### config.mk
export PLATFORM = sky130hd
export DESIGN_NAME = mult_div_unit
export DESIGN_NICKNAME = d
export VERILOG_FILES = /design/src/rtl/mult_div_unit_pkg.sv /design/src/rtl/mdu_sign_fix.sv /design/src/rtl/mult_div_unit.sv
export SDC_FILE = /design/constraint.sdc
export NUM_CORES = 1
export LEC_CHECK = 0
export ABC_AREA = 1
export CAP_MARGIN = 5
export CORE_MARGIN = 2
export CORE_UTILIZATION = 56
export DETAILED_ROUTE_END_ITERATION = 8
export HOLD_SLACK_MARGIN = 0.06
export PLACE_DENSITY = 0.89
export SLEW_MARGIN = 20
export SYNTH_ARGS = -nofsm -noshare
export SYNTH_HDL_FRONTEND = slang
export SYNTH_SLANG_ARGS = --single-unit
### constraint.sdc
create_clock -name Clock -period 3.5 [get_ports Clock]
set_input_delay 0.7 -clock Clock [delete_from_list [all_inputs] [get_ports Clock]]
set_output_delay 0.7 -clock Clock [all_outputs]
set_load 0.01 [all_outputs]
### src/rtl/mult_div_unit_pkg.sv
// -----------------------------------------------------------------------------
// mult_div_unit_pkg
// Shared definitions for the iterative multiply/divide unit: operation and
// FSM state encodings, iteration count, the divide-by-zero quotient value and
// small helpers that classify an operation code.
// -----------------------------------------------------------------------------
package mult_div_unit_pkg;

  localparam int MDU_WIDTH = 32;
  localparam int MDU_ITER  = 32;
  localparam logic [31:0] DIV0_LO = 32'hFFFF_FFFF;

  typedef enum logic [2:0] {
    OP_MULT  = 3'b000,
    OP_MULTU = 3'b001,
    OP_DIV   = 3'b010,
    OP_DIVU  = 3'b011,
    OP_MADD  = 3'b100,
    OP_MADDU = 3'b101,
    OP_MSUB  = 3'b110,
    OP_MSUBU = 3'b111
  } op_e;

  typedef enum logic [1:0] {
    S_IDLE = 2'b00,
    S_RUN  = 2'b01,
    S_FIX  = 2'b10,
    S_DONE = 2'b11
  } state_e;

  // Even opcodes are the signed variants.
  function automatic logic op_is_signed(input op_e op);
    logic [2:0] v;
    v = op;
    return ~v[0];
  endfunction

  function automatic logic op_is_div(input op_e op);
    logic [2:0] v;
    v = op;
    return (v[2:1] == 2'b01);
  endfunction

  function automatic logic op_is_acc(input op_e op);
    logic [2:0] v;
    v = op;
    return v[2];
  endfunction

  function automatic logic op_is_sub(input op_e op);
    logic [2:0] v;
    v = op;
    return v[2] & v[1];
  endfunction

endpackage

### src/rtl/mdu_sign_fix.sv
// -----------------------------------------------------------------------------
// mdu_sign_fix
// Combinational sign handling around the unsigned iteration core.
//   Input side : i_a/i_b -> o_abs_a/o_abs_b (magnitudes when i_signed).
//   Output side: i_raw (unsigned product, or {remainder, quotient}) plus the
//                latched operand signs -> o_result, with negation, the
//                divide-by-zero quotient and MADD/MSUB accumulation applied
//                against i_hilo.
// -----------------------------------------------------------------------------
module mdu_sign_fix
  import mult_div_unit_pkg::*;
#(
  parameter int W = MDU_WIDTH
) (
  input  logic [W-1:0]   i_a,
  input  logic [W-1:0]   i_b,
  input  logic           i_signed,
  output logic [W-1:0]   o_abs_a,
  output logic [W-1:0]   o_abs_b,
  input  op_e            i_op,
  input  logic [2*W-1:0] i_raw,
  input  logic           i_neg_a,
  input  logic           i_neg_b,
  input  logic           i_div0,
  input  logic [2*W-1:0] i_hilo,
  output logic [2*W-1:0] o_result
);

  logic [2*W-1:0] w_prod;
  logic [W-1:0]   w_quo;
  logic [W-1:0]   w_rem;

  assign o_abs_a = (i_signed && i_a[W-1]) ? -i_a : i_a;
  assign o_abs_b = (i_signed && i_b[W-1]) ? -i_b : i_b;

  assign w_prod = (i_neg_a ^ i_neg_b) ? -i_raw : i_raw;

  // Remainder follows the dividend's sign (truncating division). With a zero
  // divisor the core leaves |A| in the remainder, so this restores A itself.
  assign w_rem = i_neg_a ? -i_raw[2*W-1:W] : i_raw[2*W-1:W];
  assign w_quo = i_div0 ? DIV0_LO[W-1:0]
               : ((i_neg_a ^ i_neg_b) ? -i_raw[W-1:0] : i_raw[W-1:0]);

  always_comb begin
    o_result = w_prod;
    if (op_is_div(i_op))      o_result = {w_rem, w_quo};
    else if (op_is_sub(i_op)) o_result = i_hilo - w_prod;
    else if (op_is_acc(i_op)) o_result = i_hilo + w_prod;
  end

endmodule

### src/rtl/mult_div_unit.sv
// -----------------------------------------------------------------------------
// mult_div_unit
// Iterative 32-bit multiply/divide unit feeding the Hi/Lo register.
// A Start accepted in IDLE runs ITER shift-add / restoring shift-subtract
// iterations, one FIX cycle for signs and accumulation, then one DONE cycle.
//   Clock, Reset (sync, active-low)
//   Start, Op[2:0], A, B     : request and operands (latched at Start)
//   HiLoIn[63:0]             : current {Hi,Lo}, read in FIX by MADD*/MSUB*
//   Busy                     : high whenever not IDLE
//   HiLoWriteData[63:0]      : result, held until the next FIX
//   HiLoWriteEnable          : one-cycle write pulse during DONE
// -----------------------------------------------------------------------------
module mult_div_unit
  import mult_div_unit_pkg::*;
#(
  parameter int WIDTH = MDU_WIDTH,
  parameter int ITER  = MDU_ITER
) (
  input  logic               Clock,
  input  logic               Reset,
  input  logic               Start,
  input  logic [2:0]         Op,
  input  logic [WIDTH-1:0]   A,
  input  logic [WIDTH-1:0]   B,
  input  logic [2*WIDTH-1:0] HiLoIn,
  output logic               Busy,
  output logic [2*WIDTH-1:0] HiLoWriteData,
  output logic               HiLoWriteEnable
);

  localparam int CW = $clog2(ITER);

  state_e             r_state, w_state_nxt;
  logic [CW-1:0]      r_count;
  op_e                r_op;
  logic [WIDTH-1:0]   r_opnd;   // |A| for multiply, |B| for divide
  logic               r_neg_a, r_neg_b, r_div0;
  logic [2*WIDTH-1:0] r_p;      // product, or {remainder, dividend/quotient}
  logic [2*WIDTH-1:0] r_wdata;
  logic               r_we;

  op_e                w_op_in;
  logic [WIDTH-1:0]   w_abs_a, w_abs_b;
  logic [2*WIDTH-1:0] w_result, w_p_nxt;
  logic [WIDTH:0]     w_sum, w_rem_sh, w_diff;
  logic               w_last;

  assign w_op_in = op_e'(Op);
  assign w_last  = (r_count == CW'(ITER - 1));

  mdu_sign_fix #(.W(WIDTH)) u_sign_fix (
    .i_a      (A),
    .i_b      (B),
    .i_signed (op_is_signed(w_op_in)),
    .o_abs_a  (w_abs_a),
    .o_abs_b  (w_abs_b),
    .i_op     (r_op),
    .i_raw    (r_p),
    .i_neg_a  (r_neg_a),
    .i_neg_b  (r_neg_b),
    .i_div0   (r_div0),
    .i_hilo   (HiLoIn),
    .o_result (w_result)
  );

  // Multiply step: add multiplicand into the upper half when the current
  // multiplier bit (LSB) is set, then shift the 65-bit result right.
  assign w_sum = {1'b0, r_p[2*WIDTH-1:WIDTH]} + (r_p[0] ? {1'b0, r_opnd} : '0);

  // Divide step: shift the next dividend bit into the remainder and try a
  // subtract; the quotient bit fills the vacated LSB of the lower half.
  assign w_rem_sh = {r_p[2*WIDTH-1:WIDTH], r_p[WIDTH-1]};
  assign w_diff   = w_rem_sh - {1'b0, r_opnd};

  always_comb begin
    w_p_nxt = {w_sum, r_p[WIDTH-1:1]};
    if (op_is_div(r_op)) begin
      if (!w_diff[WIDTH]) w_p_nxt = {w_diff[WIDTH-1:0], r_p[WIDTH-2:0], 1'b1};
      else                w_p_nxt = {w_rem_sh[WIDTH-1:0], r_p[WIDTH-2:0], 1'b0};
    end
  end

  always_comb begin
    w_state_nxt = r_state;
    case (r_state)
      S_IDLE:  if (Start) w_state_nxt = S_RUN;
      S_RUN:   if (w_last) w_state_nxt = S_FIX;
      S_FIX:   w_state_nxt = S_DONE;
      S_DONE:  w_state_nxt = S_IDLE;
      default: w_state_nxt = S_IDLE;
    endcase
  end

  always_ff @(posedge Clock) begin
    if (!Reset) r_state <= S_IDLE;
    else        r_state <= w_state_nxt;
  end

  always_ff @(posedge Clock) begin
    if (!Reset) begin
      r_count <= '0;
      r_op    <= OP_MULT;
      r_opnd  <= '0;
      r_neg_a <= 1'b0;
      r_neg_b <= 1'b0;
      r_div0  <= 1'b0;
      r_p     <= '0;
      r_wdata <= '0;
      r_we    <= 1'b0;
    end else begin
      r_we <= 1'b0;
      case (r_state)
        S_IDLE: if (Start) begin
          r_op    <= w_op_in;
          r_count <= '0;
          r_neg_a <= op_is_signed(w_op_in) & A[WIDTH-1];
          r_neg_b <= op_is_signed(w_op_in) & B[WIDTH-1];
          r_div0  <= (B == '0);
          if (op_is_div(w_op_in)) begin
            r_opnd <= w_abs_b;
            r_p    <= {{WIDTH{1'b0}}, w_abs_a};
          end else begin
            r_opnd <= w_abs_a;
            r_p    <= {{WIDTH{1'b0}}, w_abs_b};
          end
        end
        S_RUN: begin
          r_p     <= w_p_nxt;
          r_count <= r_count + 1'b1;
        end
        S_FIX: begin
          r_wdata <= w_result;
          r_we    <= 1'b1;
        end
        default: ;
      endcase
    end
  end

  assign Busy            = (r_state != S_IDLE);
  assign HiLoWriteData   = r_wdata;
  assign HiLoWriteEnable = r_we;

endmodule

==> reports/qor.csv, run 1 <==
stage;metric;value;unit
status;status;did not finish;
status;lastStage;5_1_grt;
status;first-error;[ERROR GRT-0116] Global routing finished with congestion. Check the congestion regions in the DRC Viewer.;
logic_synthesis;synth_area_per_cell;5.70;um^2
logic_synthesis;synth.area.top_cells;sky130_fd_sc_hd__nand2_1, sky130_fd_sc_hd__dfxtp_1, sky130_fd_sc_hd__inv_1;
placed_design;postPlaceCellArea;34600;um^2
global_route;grt_pass1_wl;334000;um
global_route;via_count_of_the_first_global_routing_pass;52473;
clock_network;cts_root_buffer;sky130_fd_sc_hd__clkbuf_16;
clock_network;inserted_clock_buffers;17;
logic_synthesis;syn-num-nets;4941;
logic_synthesis;synth.yosys.seq_area_share;13.2;%
placed_design;gp_routability_congestion;1.18;
floorplanning;floorplan.die.width;221;um
floorplanning;dieHeight;221;um
clock_network;cts.path.max_buffers;2;
logic_synthesis;synth_edf_count;0;
floorplanning;initial_core_util;56.5;%
logic_synthesis;yosys_warnings;0;
clock_network;holdBufCountCts;0;
logic_synthesis;synth_top_area_share;13.7;%
clock_network;cts-htree-levels;4;
global_route;gr_ovfl_total;1315;
placed_design;port_buffers;199;
logic_synthesis;synthesis.area;26300;um^2
logic_synthesis;synthDistinctLibCells;66;
floorplanning;rows;79;
logic_synthesis;synth-main-ff-cell;sky130_fd_sc_hd__dfxtp_1;
logic_synthesis;synth_async_sr_flop_share;0;%
placed_design;hpwl;93900;um
clock_network;clkSinkCount;173;
floorplanning;design.portCount;200;
logic_synthesis;synth-seq-cells;173;
global_route;combined_global_route_utilization_of_all_metal_layers;90.2;%
global_route;grt_max_degree;108;
logic_synthesis;syn_inst;4605;
logic_synthesis;yosysTopAreaCell;sky130_fd_sc_hd__nand2_1;
==> cells in the mapped netlist, drive strengths merged (6+ instances only) <==
library cell and count:
nor2 467, o211ai 116, o21bai 16, clkbuf 125
nor4 30, a221oi 10, or2 22, nor3 73
nand4 71, nand3b 8, inv 712, o2111ai 6
nand2 980, xnor2 41, a31oi 66, o31ai 10
a21boi 12, clkinv 7, dfxtp 173, a21oi 507
ha 198, a21o 22, buf 45, xor2 141
o21ai 418, nand3 264, o21a 23
==> layer usage <==
metal / global-route usage, % / GRT overflow
met1: 86.9 / 109
met2: 103 / 791
met3: 82.7 / 81
met4: 90.8 / 326
met5: 63.6 / 8
==> per-stage QoR <==
stage / util (%) / worst slack, ns / cells
3_5_place_dp: 74.5 / -0.844 / 6066
3_3_place_gp: 74.5 / -0.674 / 6066
4_1_cts: 84.0 / -0.350 / 6219
2_1_floorplan: - / -0.0401 / 4605
==> timing repair <==
action | in CTS
endpoints found under the hold margin | 0
cloned | 0
resized for setup | 726
pin swaps | 207
buffers inserted | 126
setup endpoints to repair | 62
==> kinds of logic after synthesis <==
family / after synthesis / share of synthesized area [%]
compound gates: 1234 / 26.7
xor+xnor: 182 / 6.13
fa+ha+maj: 202 / 9.74
buf+inv: 889 / 13.0
flops: 173 / 13.2
simple gates: 1925 / 31.2
==> run 2, diff against run 1 <==
--- a/config.mk
+++ b/config.mk
@@ -8,10 +8,9 @@
 export ABC_AREA = 1
 export CAP_MARGIN = 5
 export CORE_MARGIN = 2
-export CORE_UTILIZATION = 56
+export CORE_UTILIZATION = 40
 export DETAILED_ROUTE_END_ITERATION = 8
-export HOLD_SLACK_MARGIN = 0.06
-export PLACE_DENSITY = 0.89
+export PLACE_DENSITY_LB_ADDON = 0.15
 export SLEW_MARGIN = 20
 export SYNTH_ARGS = -nofsm -noshare
 export SYNTH_HDL_FRONTEND = slang
==> constraint.sdc (replaced) <==
create_clock -name Clock -period 4.5 [get_ports Clock]
set_input_delay 0.9 -clock Clock [delete_from_list [all_inputs] [get_ports Clock]]
set_output_delay 0.9 -clock Clock [all_outputs]
set_load 0.01 [all_outputs]
==> reports/qor.csv, run 2 <==
stage;metric;value;unit
status;status;finished clean;
finish;antenna_cells_inserted;0;
floorplanning;fp.coreArea;64700;um^2
global_route;grt_max_degree;97;
logic_synthesis;synth-adder-area-share;9.74;%
route;num_vias;31780;
finish;drive_above_1_share;8.32;%
pwr;vdd_drop_max;0.353;mV
setup_path;crit_path_end_kind;flop;
sta;hold-worst-slack;0.477;ns
clock_network;cts.path.max_buffers;2;
logic_synthesis;synthDistinctLibCells;66;
pwr;power.density;886;nW/um^2
floorplanning;initial_core_util;40.6;%
clock_network;tritoncts;done;
min_path;min_delay_path_depth;2;
job;maxCapViolations;0;
finish;syn_to_final_growth;18.0;%
min_path;timing.hold.worst.class;flop to flop;
sta;fin_crit_sh;95.4;%
route;dr.pass1.iters;6;
setup_path;crit_path_cell_trace;inv_1 > nand2_1 > nor2_1 > nand2_1 > nor2_1 > nand3_1 > nor2_1 > inv_1 > o31ai_2 > xor2_1 > buf_4 > ha_1 > nand2_1 > nor2_1 > inv_1 > nor3_2 > nand4_1 > nand2_1 > a21oi_1 > o21ai_0 > a21oi_1 > a21oi_1;
sta;report.final.hold_viol_count;0;
setup_path;worst-r2r-cell-count;22;
global_route;gr_ovfl_total;0;
logic_synthesis;yosys_warnings;0;
pwr;p_leak;14.2;nW
finish;num-nets-final;5156;
sta;setup_repair_after_global_routing_missed_its_margin;true;
sta;setup_tns;0;ns
global_route;grt_antenna_before_repair;2;
logic_synthesis;yosysTopAreaCell;sky130_fd_sc_hd__nand2_1;
setup_path;slowest_stage;sky130_fd_sc_hd__ha_1;
logic_synthesis;synth_edf_count;0;
route;post_drt_wl_per_cell;20.7;um
clock_network;holdBufCountCts;0;
logic_synthesis;post_synth_xor_area_fraction;6.13;%
clock_network;cts_root_buffer;sky130_fd_sc_hd__clkbuf_16;
logic_synthesis;dominant_combinational_cell_family_by_area_after_synthesis;simple AND/OR/NAND/NOR gates;
logic_synthesis;synth_compound_area_share;26.7;%
floorplanning;dieHeight;260;um
route;ant_nets;0;
clock_network;cts-htree-levels;4;
global_route;grt_pass1_wl;175000;um
clock_network;clk_latency;0.52;ns
logic_synthesis;most_common_cell_in_the_synthesized_netlist;sky130_fd_sc_hd__nand2_1;
setup_path;cpPeakStageDelay;0.49;ns
setup_path;crit_fanout;8;
finish;fillers;7141;
logic_synthesis;synthSimpleGateAreaFrac;31.2;%
logic_synthesis;synth_async_sr_flop_share;0;%
placed_design;port_buffers;199;
floorplanning;rows;93;
route;drc_errors;0;
logic_synthesis;synth_top_area_share;13.7;%
global_route;combined_global_route_utilization_of_all_metal_layers;34.1;%
logic_synthesis;synth_area_per_cell;5.70;um^2
sta;max_slew.worst_pin.slew;1.04;ns
logic_synthesis;synth.area.top_cells;sky130_fd_sc_hd__nand2_1, sky130_fd_sc_hd__dfxtp_1, sky130_fd_sc_hd__inv_1;
sta;setup-violations-final;0;
logic_synthesis;yosys-top-cells-count;sky130_fd_sc_hd__nand2_1, sky130_fd_sc_hd__inv_1, sky130_fd_sc_hd__a21oi_1, sky130_fd_sc_hd__nor2_1, sky130_fd_sc_hd__o21ai_0;
finish;most_common_cell_after_layout_fill_and_taps_aside;sky130_fd_sc_hd__nand2_1;
logic_synthesis;synth.yosys.seq_area_share;13.2;%
logic_synthesis;syn_inst;4605;
setup_path;rr_endpoint;HiLoWriteData[57];
setup_path;ff2ff_setup_slack;0.21;ns
global_route;via_count_of_the_first_global_routing_pass;29248;
placed_design;gp_routability_congestion;1.07;
setup_path;worst-setup-path-type;flop to flop;
route;initialDrtViolationCount;3447;
logic_synthesis;post_synth_mux_area_share;0;%
sta;finClkSkew;0.0179;ns
sta;final-max-slew-violation-count;0;
clock_network;inserted_clock_buffers;17;
clock_network;clkSinkCount;173;
setup_path;critical_path.reg2reg.startpoint;r_p[16];
min_path;hold_start;r_count[4];
setup_path;start_kind;flop;
sta;period_minus_slack;4.29;ns
placed_design;hpwl;96500;um
route;detail_route.wirelength;118000;um
floorplanning;floorplan.die.width;260;um
logic_synthesis;syn-num-nets;4941;
finish;commonest_cells_after_routing_fill_and_taps_aside;sky130_fd_sc_hd__nand2_1, sky130_fd_sc_hd__inv_1, sky130_fd_sc_hd__a21oi_1, sky130_fd_sc_hd__nor2_1, sky130_fd_sc_hd__o21ai_0;
sta;maximum_operating_frequency;0.233;GHz
clock_network;clk_transition_reported_paths;0.09;ns
route;drt-vias-per-instance;5.59;
setup_path;required;4.94;ns
sta;slew_headroom;30.8;%
min_path;hold-path-endpoint;r_count[4];
floorplanning;fp.dieArea;67700;um^2
floorplanning;design.portCount;200;
logic_synthesis;synth-seq-cells;173;
setup_path;worstPathArrival;4.73;ns
logic_synthesis;synth-main-ff-cell;sky130_fd_sc_hd__dfxtp_1;
logic_synthesis;synthesis.area;26300;um^2
==> run 2: cell counts after synthesis <==
No cell type changed its count.
==> run 2: worst max-delay path: cells and delay by family, from the launching register on <==
family / cells / cell delay [ns]
and+or+nand+nor: 11 / 1.92
AOI/OAI and AO/OA: 5 / 0.72
buffers and inverters: 4 / 0.62
adders and majority gates: 1 / 0.49
DFF: 1 / 0.35
xor gates and xnor gates: 1 / 0.11
==> run 2: cell families (layout without fill, tap and decap cells) <==
logic type,count (synthesis),in the layout
adder cells (fa/ha/maj),202,202
flip-flops,173,173
XOR/XNOR,182,182
buffers and inverters,889,1117
AND/OR/NAND/NOR,1925,1925
AO/OA/AOI/OAI,1234,1234
==> run 2: per-layer routing <==
metal	wire length [um]	up-vias	global-route usage, %
met5	27	-	0
met4	4630	4	12.8
met3	9790	206	4.66
met2	50100	1422	51.9
met1	53400	14437	48.4
li1	-	15711	-
==> run 2: repair_timing <==
| item | 4_1_cts | 5_1_grt |
|---|---|---|
| endpoints found under the setup margin | 4 | 39 |
| resized for setup | 3 | 103 |
| buffers inserted | 0 | 2 |
| pin swaps | 0 | 5 |
==> run 2: how the worst max path moves through the flow <==
stage	startpoint	endpoint	slack (ns)	cells after the start
floorplan	r_p[33]	HiLoWriteData[63]	0.72	27
global placement	r_p[0]	HiLoWriteData[57]	-0.27	23
detailed placement	r_p[0]	HiLoWriteData[57]	-0.23	23
CTS	r_p[6]	HiLoWriteData[61]	0.007	23
global route	r_p[2]	HiLoWriteData[46]	-0.06	24
finish	r_p[16]	HiLoWriteData[57]	0.21	22
==> run 2: power by group <==
part           internal, W  switching [W]  leakage [nW]  total (W)
registers          0.00198       0.000536          1.42    0.00252
clock network     0.000739       0.000853         0.281    0.00159
logic              0.00761         0.0157          12.5     0.0233
total               0.0103         0.0171          14.2     0.0274
==> run 2: final cells by class <==
cell class              count  area, um^2  area share (%)
repair buffers            366        3270            10.6
well taps                 855        1070            3.45
inverters                 719        2700            8.73
multi-input cells        3543       19900            64.2
clock buffers              18         429            1.39
flip-flops and latches    173        3460            11.2
clock inverters            14         150           0.485
==> run 2: stage by stage <==
step                std cells  cell area (um^2)  utilization, %  total power, W  setup WS [ns]
floorplan                4605             26300               -          0.0166          0.720
global placement         5654             29900            46.2          0.0245         -0.272
detailed placement       5654             29900            46.2          0.0245         -0.233
CTS                      5686             30500            47.1          0.0262        0.00724
global route             5688             31000            47.9          0.0295        -0.0565
finish                   5688             31000            47.9          0.0274          0.209
(Power assumes the default switching activity.)
